--- src/rtl/pwm_duty_decoder.sv ---
// pwm_duty_decoder: recovers the duty code from a PWM line with period 2^PWM_WIDTH.
// Each decoded period gives a one-cycle duty_valid; a malformed period gives a one-cycle period_err.
module pwm_duty_decoder #(
   parameter int PWM_WIDTH   = 4,
   parameter int SYNC_STAGES = 2
) (
   input  logic                 clk,
   input  logic                 rst_n,
   input  logic                 pwm_in,
   output logic [PWM_WIDTH-1:0] duty,
   output logic                 duty_valid,
   output logic                 locked,
   output logic                 period_err
);
   localparam int CW = PWM_WIDTH + 1;
   localparam logic [CW-1:0] ONE = CW'(1);
   localparam logic [CW-1:0] P   = ONE << PWM_WIDTH;

   typedef enum logic {HUNT, MEASURE} state_t;

   state_t                 r_state, w_state_nx;
   logic [SYNC_STAGES-1:0] r_sync;
   logic                   r_s_prev;
   logic [CW-1:0]          r_period_cnt, r_high_cnt;
   logic [CW-1:0]          w_period_nx, w_high_nx;
   logic [PWM_WIDTH-1:0]   w_duty_nx;
   logic                   w_valid_nx, w_err_nx, w_locked_nx;
   logic                   w_s, w_rise, w_tout;

   assign w_s    = r_sync[SYNC_STAGES-1];
   assign w_rise = w_s & ~r_s_prev;
   assign w_tout = ~w_rise && (r_period_cnt == P);

   // A rise closes a period and wins over a same-cycle timeout.
   always_comb begin
      w_state_nx  = r_state;
      w_period_nx = (r_period_cnt == '1) ? r_period_cnt : r_period_cnt + ONE;
      w_high_nx   = (r_high_cnt == '1) ? r_high_cnt : r_high_cnt + CW'(w_s);
      w_duty_nx   = duty;
      w_valid_nx  = 1'b0;
      w_err_nx    = 1'b0;
      w_locked_nx = locked;
      if (w_rise) begin
         w_period_nx = ONE;
         w_high_nx   = ONE;
         w_state_nx  = MEASURE;
         if (r_state == MEASURE) begin
            if (r_period_cnt == P) begin
               w_duty_nx   = r_high_cnt[PWM_WIDTH-1:0];
               w_valid_nx  = 1'b1;
               w_locked_nx = 1'b1;
            end else begin
               w_err_nx    = 1'b1;
               w_locked_nx = 1'b0;
               w_state_nx  = HUNT;
            end
         end
      end else if (w_tout) begin
         w_period_nx = ONE;
         w_high_nx   = CW'(w_s);
         if (r_high_cnt == '0) begin
            w_duty_nx   = '0;
            w_valid_nx  = 1'b1;
            w_locked_nx = 1'b1;
            w_state_nx  = MEASURE;
         end else begin
            w_err_nx    = 1'b1;
            w_locked_nx = 1'b0;
            w_state_nx  = HUNT;
         end
      end
   end

   always_ff @(posedge clk or negedge rst_n) begin
      if (!rst_n) r_state <= HUNT;
      else        r_state <= w_state_nx;
   end

   always_ff @(posedge clk or negedge rst_n) begin
      if (!rst_n) begin
         r_sync       <= '0;
         r_s_prev     <= 1'b0;
         r_period_cnt <= '0;
         r_high_cnt   <= '0;
         duty         <= '0;
         duty_valid   <= 1'b0;
         locked       <= 1'b0;
         period_err   <= 1'b0;
      end else begin
         r_sync       <= {r_sync[SYNC_STAGES-2:0], pwm_in};
         r_s_prev     <= w_s;
         r_period_cnt <= w_period_nx;
         r_high_cnt   <= w_high_nx;
         duty         <= w_duty_nx;
         duty_valid   <= w_valid_nx;
         locked       <= w_locked_nx;
         period_err   <= w_err_nx;
      end
   end
endmodule

--- config.mk ---
export PLATFORM = sky130hd
export DESIGN_NAME = pwm_duty_decoder
export DESIGN_NICKNAME = d
export VERILOG_FILES = /design/src/rtl/pwm_duty_decoder.sv
export SDC_FILE = /design/constraint.sdc
export NUM_CORES = 1
export LEC_CHECK = 0
export BUFFER_PORTS_ARGS = -buffer_cell sky130_fd_sc_hd__buf_4
export CAP_MARGIN = 20
export CORE_ASPECT_RATIO = 1.1
export CORE_MARGIN = 2
export CORE_UTILIZATION = 45
export CTS_CLUSTER_SIZE = 14
export DETAILED_ROUTE_END_ITERATION = 12
export HOLD_SLACK_MARGIN = 0.1
export PLACE_DENSITY = 0.68
export RECOVER_POWER = 100
export SYNTH_ARGS = -nofsm -noshare
export SYNTH_HDL_FRONTEND = slang
export SYNTH_SLANG_ARGS = --single-unit
--- constraint.sdc ---
create_clock -name clk -period 3.95 [get_ports clk]
set_clock_uncertainty 0.05 [all_clocks]
set_input_delay 0.395 -clock clk [delete_from_list [all_inputs] [get_ports clk]]
set_output_delay 0.395 -clock clk [all_outputs]
set_load 0.1 [all_outputs]
== Word level (Yosys, flattened, before mapping) ==
Index checks and enable logic that the tools add are counted.
Word-level totals
  flip-flop bits (word level): 21
  input bits: 3
  output and inout port bits: 7
  logic and storage cells: 53
Operators by class
  $add $sub $neg: 2
  eq/ne operators: 7
  multiplexer cells: 26
  bitwise gates (word level): 3
  reduce and logical (&&, ||, !) cells: 6
Operators by type and width (count)
  $mux 5: 6
  $mux 4: 5
  $eq 5x5->1 const B: 3
  $mux 1: 15
  $ne 3x3->1 const B: 2
  $add 5x1->5: 1
  $add 5x1->5 const B: 1
  $logic_not 5->1: 1
  $reduce_and 4->1: 1
  $reduce_bool 2->1: 2
  $ne 2x1->1 const B: 1
  $ne 2x2->1 const B: 1
  $not 1->1: 2
  $reduce_and 2->1: 1
  $and 1x1->1: 1
  $logic_and 1x1->1: 1

== Logic depth before layout (Yosys ltp) ==
Gate-level depths: netlist of run 1.
  depth after elaboration: 6
  gate-level depth with buffers: 7
  gate-level depth less buffers: 6

== Worst setup path after synthesis of run 1 ==
OpenSTA, ideal clock, no wires.
  path type: reg-to-reg
  start: register r_period_cnt[0]
  end: register r_period_cnt[3]
  setup time: 123 ps
  data arrival time: 1376 ps
  data required time: 3777 ps
  slack: 2401 ps
  stages on the path, launching flop included: 7
  path buffers: 0
  clock period less this slack: 1549 ps
  cells stage by stage: dfrtp_1 ha_1 and3_1 ha_1 nand4b_1 xor2_1 nor2_1
Between the ends
  longest elaborated chain between the ends: 4
Ends and longest elaborated chain
  start: declaration: RTL line 24  | logic [CW-1:0] r_period_cnt, r_high_cnt;
  start signal: assignment: RTL line 92  | r_period_cnt <= w_period_nx;
  $add 5x1->5 / $eq 5x5->1 (equally long branches): RTL line 37, 32
  $mux 5 / $logic_and 1x1->1 (equally long branches): RTL line 37, 32
  $mux 5: RTL line 58  | end else if (w_tout) begin
  $mux 5: RTL line 43  | if (w_rise) begin
Parallel ways exist; a longest one is shown, timed or not. The select of a mux whose other input is x is not followed.
A chain may end at the register's enable or synchronous reset.

== Worst setup path after layout of run 1 ==
  start: register duty[1]
  end: output port duty[1]
RTL lines
  start: declaration: RTL line 10  | output logic [PWM_WIDTH-1:0] duty,
  start signal: assignment: RTL line 94  | duty <= w_duty_nx;
No word-level cell between the ends.

==> metrics, run 1 <==
initial antenna violation count 0; DRT iter0 DRCs 13; Max IR drop VDD 0.256 mV; worst setup path class reg2out; multiplexer share of the synthesized area 2.00%; Layout Nets 119; DR vias/cell 5.68; setup bufs post-CTS 0; Avg Synthesized Cell Area 10.5 µm²; Fill cells 213; DR pass1 iterations 4; most common cell after layout, fill and taps aside dfrtp_1; routed length per instance 14.9 µm; total number of vias 795; All-Layer GR Usage 16.9%; Seq/Total Area, Yosys 49.4%; Resized Gates After CTS 0; Yosys reg bits 21; drt total wl 2080 µm; cell count after synthesis 101; Post-Synth Adder-Cell Area 5.88%; RSZ-0062 raised after global routing no; reg2reg start r_period_cnt[0]; Final Hold Violating Endpoints 0; maximum buffer depth of the clock tree 2; Sw Pwr 278 µW; diode count 0; placed cell area 0.00114 mm²; hold path startpoint pwm_in; pins over their slew limit 0; power per cell area 583 mW/mm²; Min Clock Period, post-route 2.04 ns; Setup crit start duty[1]; RD Place Congestion 0.746; Synth Area in XOR/XNOR 3.29%; IO buf count 9; sequential share of power 48.3%; layout cells sized above 1 6.36%; post-synthesis simple-gate area fraction 14.9%; Worst EP arrival 1.60 ns; Max Cap Viol 0; global-route wire length before repair 3440 µm; Min Hold Slack 0.147 ns; most frequent cells in the layout dfrtp_1 (21), nand2_1 (10), o211ai_1 (9), clkbuf_1 (9), inv_1 (6); main combinational cell family by area after synthesis compound AO/OA/AOI/OAI gates; Skew-Pair Late Insertion Delay 0.31 ns; final setup violation count 0; crit path launch type register; Synth cell types 34; Pint 393 µW; Max Fclk 0.489 GHz; final period utilization 51.7%; Starting Density 47.2%; Rows 18; HP Class in2reg; overall power 672 µW; Post-Syn Nets 109; H-Tree Depth 1; Final HPWL DP 1430 µm; largest net degree at the start of global routing 22; post-synth design cell area 0.00106 mm²; antenna viol nets, final 0; outcome finished, final reports clean; Crit. End Element output pin; hold buffers post-CTS 1; Max FO, Critical Path 4; crit-path leading delay family buffers and inverters; Synthesis Warnings 0; Remaining DRCs 0; setup TNS 0 ns; Compound-Gate Fraction of Synth Area 20.1%; CTS buffer count 3; I/O Pins 10; P&R area growth vs syn 8.23%; grt total ovfl 0; chip height 55.0 µm; worst slew pin tran 1.16 ns; Clk pwr share 16.4%; Final Instance Area 0.00115 mm²; peak per-stage delay on the critical path 0.87 ns; Logic pwr share 35.3%; Required @ worst endpoint 3.50 ns; vias in the first global route 737; ordered cell list for the critical path clkbuf_1; Worst path slowest cell clkbuf_1; Die W 50.4 µm; core area 0.00225 mm²; clock root cell clkbuf_4; Sink Count 21; Sw Ratio 41.4%; CTS tree yes; Worst-path clk slew 0.12 ns; Crit path buffers/inverters 1; DIE AREA 0.00277 mm²; Leak 0.503 nW; Slew HR 22.8%
layout make-up:
class / count / area [µm²] / area share, %
multi-input cells: 69 / 492 / 42.7
clock buffers: 4 / 26.3 / 2.28
inverters: 6 / 22.5 / 1.96
well taps: 30 / 37.5 / 3.26
flip-flops and latches: 21 / 526 / 45.7
repair buffers: 10 / 47.5 / 4.13
registers in the layout, indices dropped and copies added (netlist names):
| name | flops |
|---|---|
| duty | 4 |
| r_state | 1 |
| r_high_cnt | 5 |
| r_sync | 2 |
| locked | 1 |
| r_period_cnt | 5 |
| period_err | 1 |
| duty_valid | 1 |
| r_s_prev | 1 |
final timing paths:
kind,slack (ns),endpoint,cells after the start
max,1.91,duty[1],1
min in group asynchronous,0.76,duty[3],2
min reg2reg,0.32,r_sync[1],0
min,0.15,r_sync[0],1
max in group asynchronous,2.41,period_err,2
max reg2reg,1.98,r_high_cnt[4],5
cell families (layout without fill, tap and decap cells):
| family | after synthesis | count (layout) |
|---|---|---|
| xor gates and xnor gates | 4 | 4 |
| adders and majority gates | 5 | 5 |
| buffers and inverters | 11 | 20 |
| and+or+nand+nor | 30 | 30 |
| DFF | 21 | 21 |
| muxes | 2 | 2 |
| AOI/OAI and AO/OA | 28 | 28 |
through the flow:
step	setup slack [ns]	instances	utilization (%)
2_1_floorplan	2.40	101	-
3_3_place_gp	2.06	135	50.8
3_5_place_dp	2.00	135	50.8
4_1_cts	1.98	140	52.4
5_1_grt	1.79	140	51.1
6_report	1.91	140	51.1
synth_stat cells, drive strengths merged:
cell type,n,area (µm²)
and2,1,6.26
o21ai,3,26.3
nor4bb,1,10.0
clkbuf,2,8.75
nand4,1,6.26
ha,5,62.6
xnor2,2,17.5
nor2,4,15.0
dfrtp,21,526
o2bb2ai,1,8.76
nand3,4,20.0
o21a,1,7.51
a41oi,1,8.76
mux2,1,11.3
a21oi,4,20.0
nor2b,2,12.5
or4,1,7.51
o221a,1,11.3
nor3,1,5.00
and3,2,12.5
nand2,10,37.5
xor2,2,17.5
a2bb2oi,4,35.0
nand2b,1,6.26
o211ai,9,67.6
inv,6,22.5
a211oi,3,22.5
nand4b,1,8.76
mux2i,1,10.0
a31oi,1,6.26
nand4bb,1,11.3
buf,3,15.0
power by group through the flow:
| stage | combinational [mW] | clock, mW | sequential, mW |
|---|---|---|---|
| floorplan | 0.175 | 0 | 0.339 |
| global placement | 0.234 | 0 | 0.326 |
| detailed placement | 0.242 | 0 | 0.327 |
| CTS | 0.243 | 0.112 | 0.323 |
| global route | 0.264 | 0.118 | 0.332 |
| finish | 0.237 | 0.110 | 0.324 |
routing by layer:
| layer | part of all wire, % | vias up | GRT usage, % |
|---|---|---|---|
| met1 | 45 | 389 | 20.3 |
| met4 | 2.0 | 0 | 9.46 |
| met3 | 3.3 | 4 | 2.42 |
| met5 | 0 | - | 0 |
| met2 | 49 | 13 | 29.6 |
| li1 | - | 389 | - |
(Power assumes the default switching activity.)
==> run 2: changes to the inputs <==
--- a/config.mk
+++ b/config.mk
@@ -13,7 +13,7 @@
 export CTS_CLUSTER_SIZE = 14
 export DETAILED_ROUTE_END_ITERATION = 12
 export HOLD_SLACK_MARGIN = 0.1
-export PLACE_DENSITY = 0.68
+export PLACE_DENSITY = 0.71
 export RECOVER_POWER = 100
 export SYNTH_ARGS = -nofsm -noshare
 export SYNTH_HDL_FRONTEND = slang
==> constraint.sdc (replaced) <==
create_clock -name clk -period 1.8 [get_ports clk]
set_clock_uncertainty 0.05 [all_clocks]
set_input_delay 0.18 -clock clk [delete_from_list [all_inputs] [get_ports clk]]
set_output_delay 0.18 -clock clk [all_outputs]
set_load 0.1 [all_outputs]
==> run 2 against run 1 <==
Against the previous run:
- critical path depth increased by 5
- combinational power increased by 130%
- highest routed layer unchanged
- register-to-register slack got worse by 1.9 ns
- critical path type is now reg2reg
- setup slack got worse by 1.8 ns
- die area unchanged
- largest power group unchanged
- sequential share of layout area decreased by 2.1 points
- first-iteration DRC count decreased by 62%
- clock power increased by 120%
- global-route usage increased by 0.14 points
- flip-flop and latch count unchanged
- critical endpoint is now r_period_cnt[3]
==> metrics, run 2 (synthesis results as in run 1) <==
R2R setup slack 0.12 ns (-1.86 ns); post-route insts no fill 145 (+3.6%); Worst-path clk slew 0.12 ns (about the same); reg2reg start r_period_cnt[0]; CTS tree yes; setup bufs post-CTS 0 (unchanged); Logic pwr share 37.2% (+1.9 points); vias in the first global route 782 (+6.1%); Worst EP arrival 1.84 ns (+0.24 ns); Pint 876 µW (+120%); GRT met3 Usage 3.23% (+0.81 points); DRT iter0 DRCs 5 (-8); H-Tree Depth 1 (unchanged); final setup violation count 0 (unchanged); Multi-input gate area 497 µm² (+1.0%); Required @ worst endpoint 1.96 ns (-1.54 ns); clock root cell clkbuf_4; Min Hold Slack 0.312 ns (+0.166 ns); IO buf count 9 (unchanged); setup TNS 0 ns (unchanged); worst slew pin tran 1.09 ns (-0.0735 ns); Crit. End Element register; Setup crit start r_period_cnt[0]; critical path endpoint r_period_cnt[3]; pins over their slew limit 0 (unchanged); chip height 55.0 µm (unchanged); Remaining DRCs 0 (unchanged); final period utilization 93.2%; DIE AREA 0.00277 mm² (unchanged); overall power 1.48 mW (+120%); Min Clock Period, post-route 1.68 ns; All-Layer GR Usage 17.0% (+0.14 points); Die W 50.4 µm (unchanged); total number of vias 822 (+3.4%); Layout Nets 124 (+4.2%); largest net degree at the start of global routing 22 (unchanged); placed cell count 139 (+3.0%); antenna viol nets, final 0 (unchanged); grt total ovfl 0 (unchanged); Starting Density 47.2% (unchanged); DR pass1 iterations 4 (unchanged); Fill cells 202 (-5.2%); Skew-Pair Late Insertion Delay 0.32 ns (about the same); DR vias/cell 5.67 (-0.17%); most common cell after layout, fill and taps aside dfrtp_1; hold path startpoint r_sync[0]; grt met1 use 18.8% (-1.5 points); P&R area growth vs syn 13.4%; initial antenna violation count 0 (unchanged); FF+latch area 526 µm² (unchanged); worst setup path class reg2reg; diode count 0 (unchanged); Sw Pwr 602 µW (+120%); maximum buffer depth of the clock tree 2 (unchanged); Leak 0.550 nW (+9.4%); Max IR drop VDD 0.651 mV (+150%); CTS buffer count 3 (unchanged); sequential share of power 46.7% (-1.6 points); layout cells sized above 1 17.4% (+11 points); GRT busiest layer met2; RR Endpoint r_period_cnt[3]; routing usage on met2 30.9% (+1.3 points); power per cell area 1230 mW/mm² (+110%); Max FO, Critical Path 6 (+2); Slew HR 27.3% (+4.6 points); global-route wire length before repair 3430 µm (-0.20%); Sw Ratio 40.7% (-0.67 points); crit path launch type register; routed length per instance 13.8 µm (-7.1%); core area 0.00225 mm² (unchanged); worst-case reg-to-reg path depth 6 (+1); RD Place Congestion 0.720 (-3.5%); drt total wl 2000 µm (-3.7%); RSZ-0062 raised after global routing no; I/O Pins 10 (unchanged); most frequent cells in the layout dfrtp_1 (21), nand2_1 (10), o211ai_1 (9), clkbuf_2 (7), inv_1 (6); outcome finished, final reports clean; Final HPWL DP 1440 µm (+0.74%); Rows 18 (unchanged); top flop regs r_high_cnt: 5 flops, r_period_cnt: 5 flops, duty: 4 flops; Max Cap Viol 0 (unchanged); Max Fclk 0.596 GHz; HP Class reg2reg; Clk pwr share 16.2% (-0.2 points); Final Hold Violating Endpoints 0 (unchanged); Sink Count 21 (unchanged)
==> run 2: cell types whose count changed in the layout (fill, tap and decap cells not counted) <==
cell           change
dlygate4sd3_1      +1
buf_4              +4
clkbuf_2           +7
a211oi_1           -1
clkinv_2           +1
a211oi_2           +1
clkbuf_1           -8
==> run 2: layer usage <==
metal / wire [µm] / share of wire, % / vias to the layer above
li1: - / - / 402
met1: 908 / 45 / 397
met2: 973 / 49 / 18
met3: 76 / 3.8 / 5
met4: 45 / 2.2 / 0
met5: 0 / 0 / -
==> run 2: timing repair <==
action / in CTS / in global routing
endpoints found under the setup margin: 0 / 1
hold buffers: 2 / 0
resized for setup: 0 / 1
endpoints found under the hold margin: 22 / 0
==> run 2: how the worst min path moves through the flow <==
stage	endpoint	slack (ns)	cells past startpoint
after floorplan	duty[0]	-0.17	0
after global placement	duty[1]	0.03	1
after detailed placement	duty[1]	0.03	1
after CTS	duty[0]	0.21	2
after global routing	r_sync[1]	0.35	0
final	r_sync[1]	0.31	0
==> run 2: power groups by stage <==
| stage | logic [mW] | registers [mW] | clock network [mW] |
|---|---|---|---|
| 2_1_floorplan | 0.384 | 0.744 | 0 |
| 3_3_place_gp | 0.541 | 0.689 | 0 |
| 3_5_place_dp | 0.560 | 0.694 | 0 |
| 4_1_cts | 0.566 | 0.685 | 0.246 |
| 5_1_grt | 0.615 | 0.707 | 0.271 |
| 6_report | 0.549 | 0.689 | 0.239 |
==> run 2: critical path: stages, from the launching register on <==
cell,delay (ns)
dfrtp_1,0.44
ha_1,0.23
and3_1,0.19
ha_1,0.25
nand4b_1,0.21
xor2_1,0.15
nor2_1,0.05
==> run 2: final cells by class <==
type	count	area share [%]
inverters	6	1.87
well taps	30	3.11
clock inverters	1	0.415
clock buffers	3	1.87
repair buffers	15	7.99
flip-flops and latches	21	43.6
multi-input cells	69	41.2
==> run 2: through the flow <==
| stage | area [µm²] | utilization (%) | setup WS, ns |
|---|---|---|---|
| 2_1_floorplan | 1060 | - | 0.251 |
| 3_3_place_gp | 1170 | 52.2 | 0.210 |
| 3_5_place_dp | 1170 | 52.2 | 0.146 |
| 4_1_cts | 1220 | 54.3 | 0.122 |
| 5_1_grt | 1210 | 53.6 | 0.00973 |
| 6_report | 1210 | 53.6 | 0.122 |
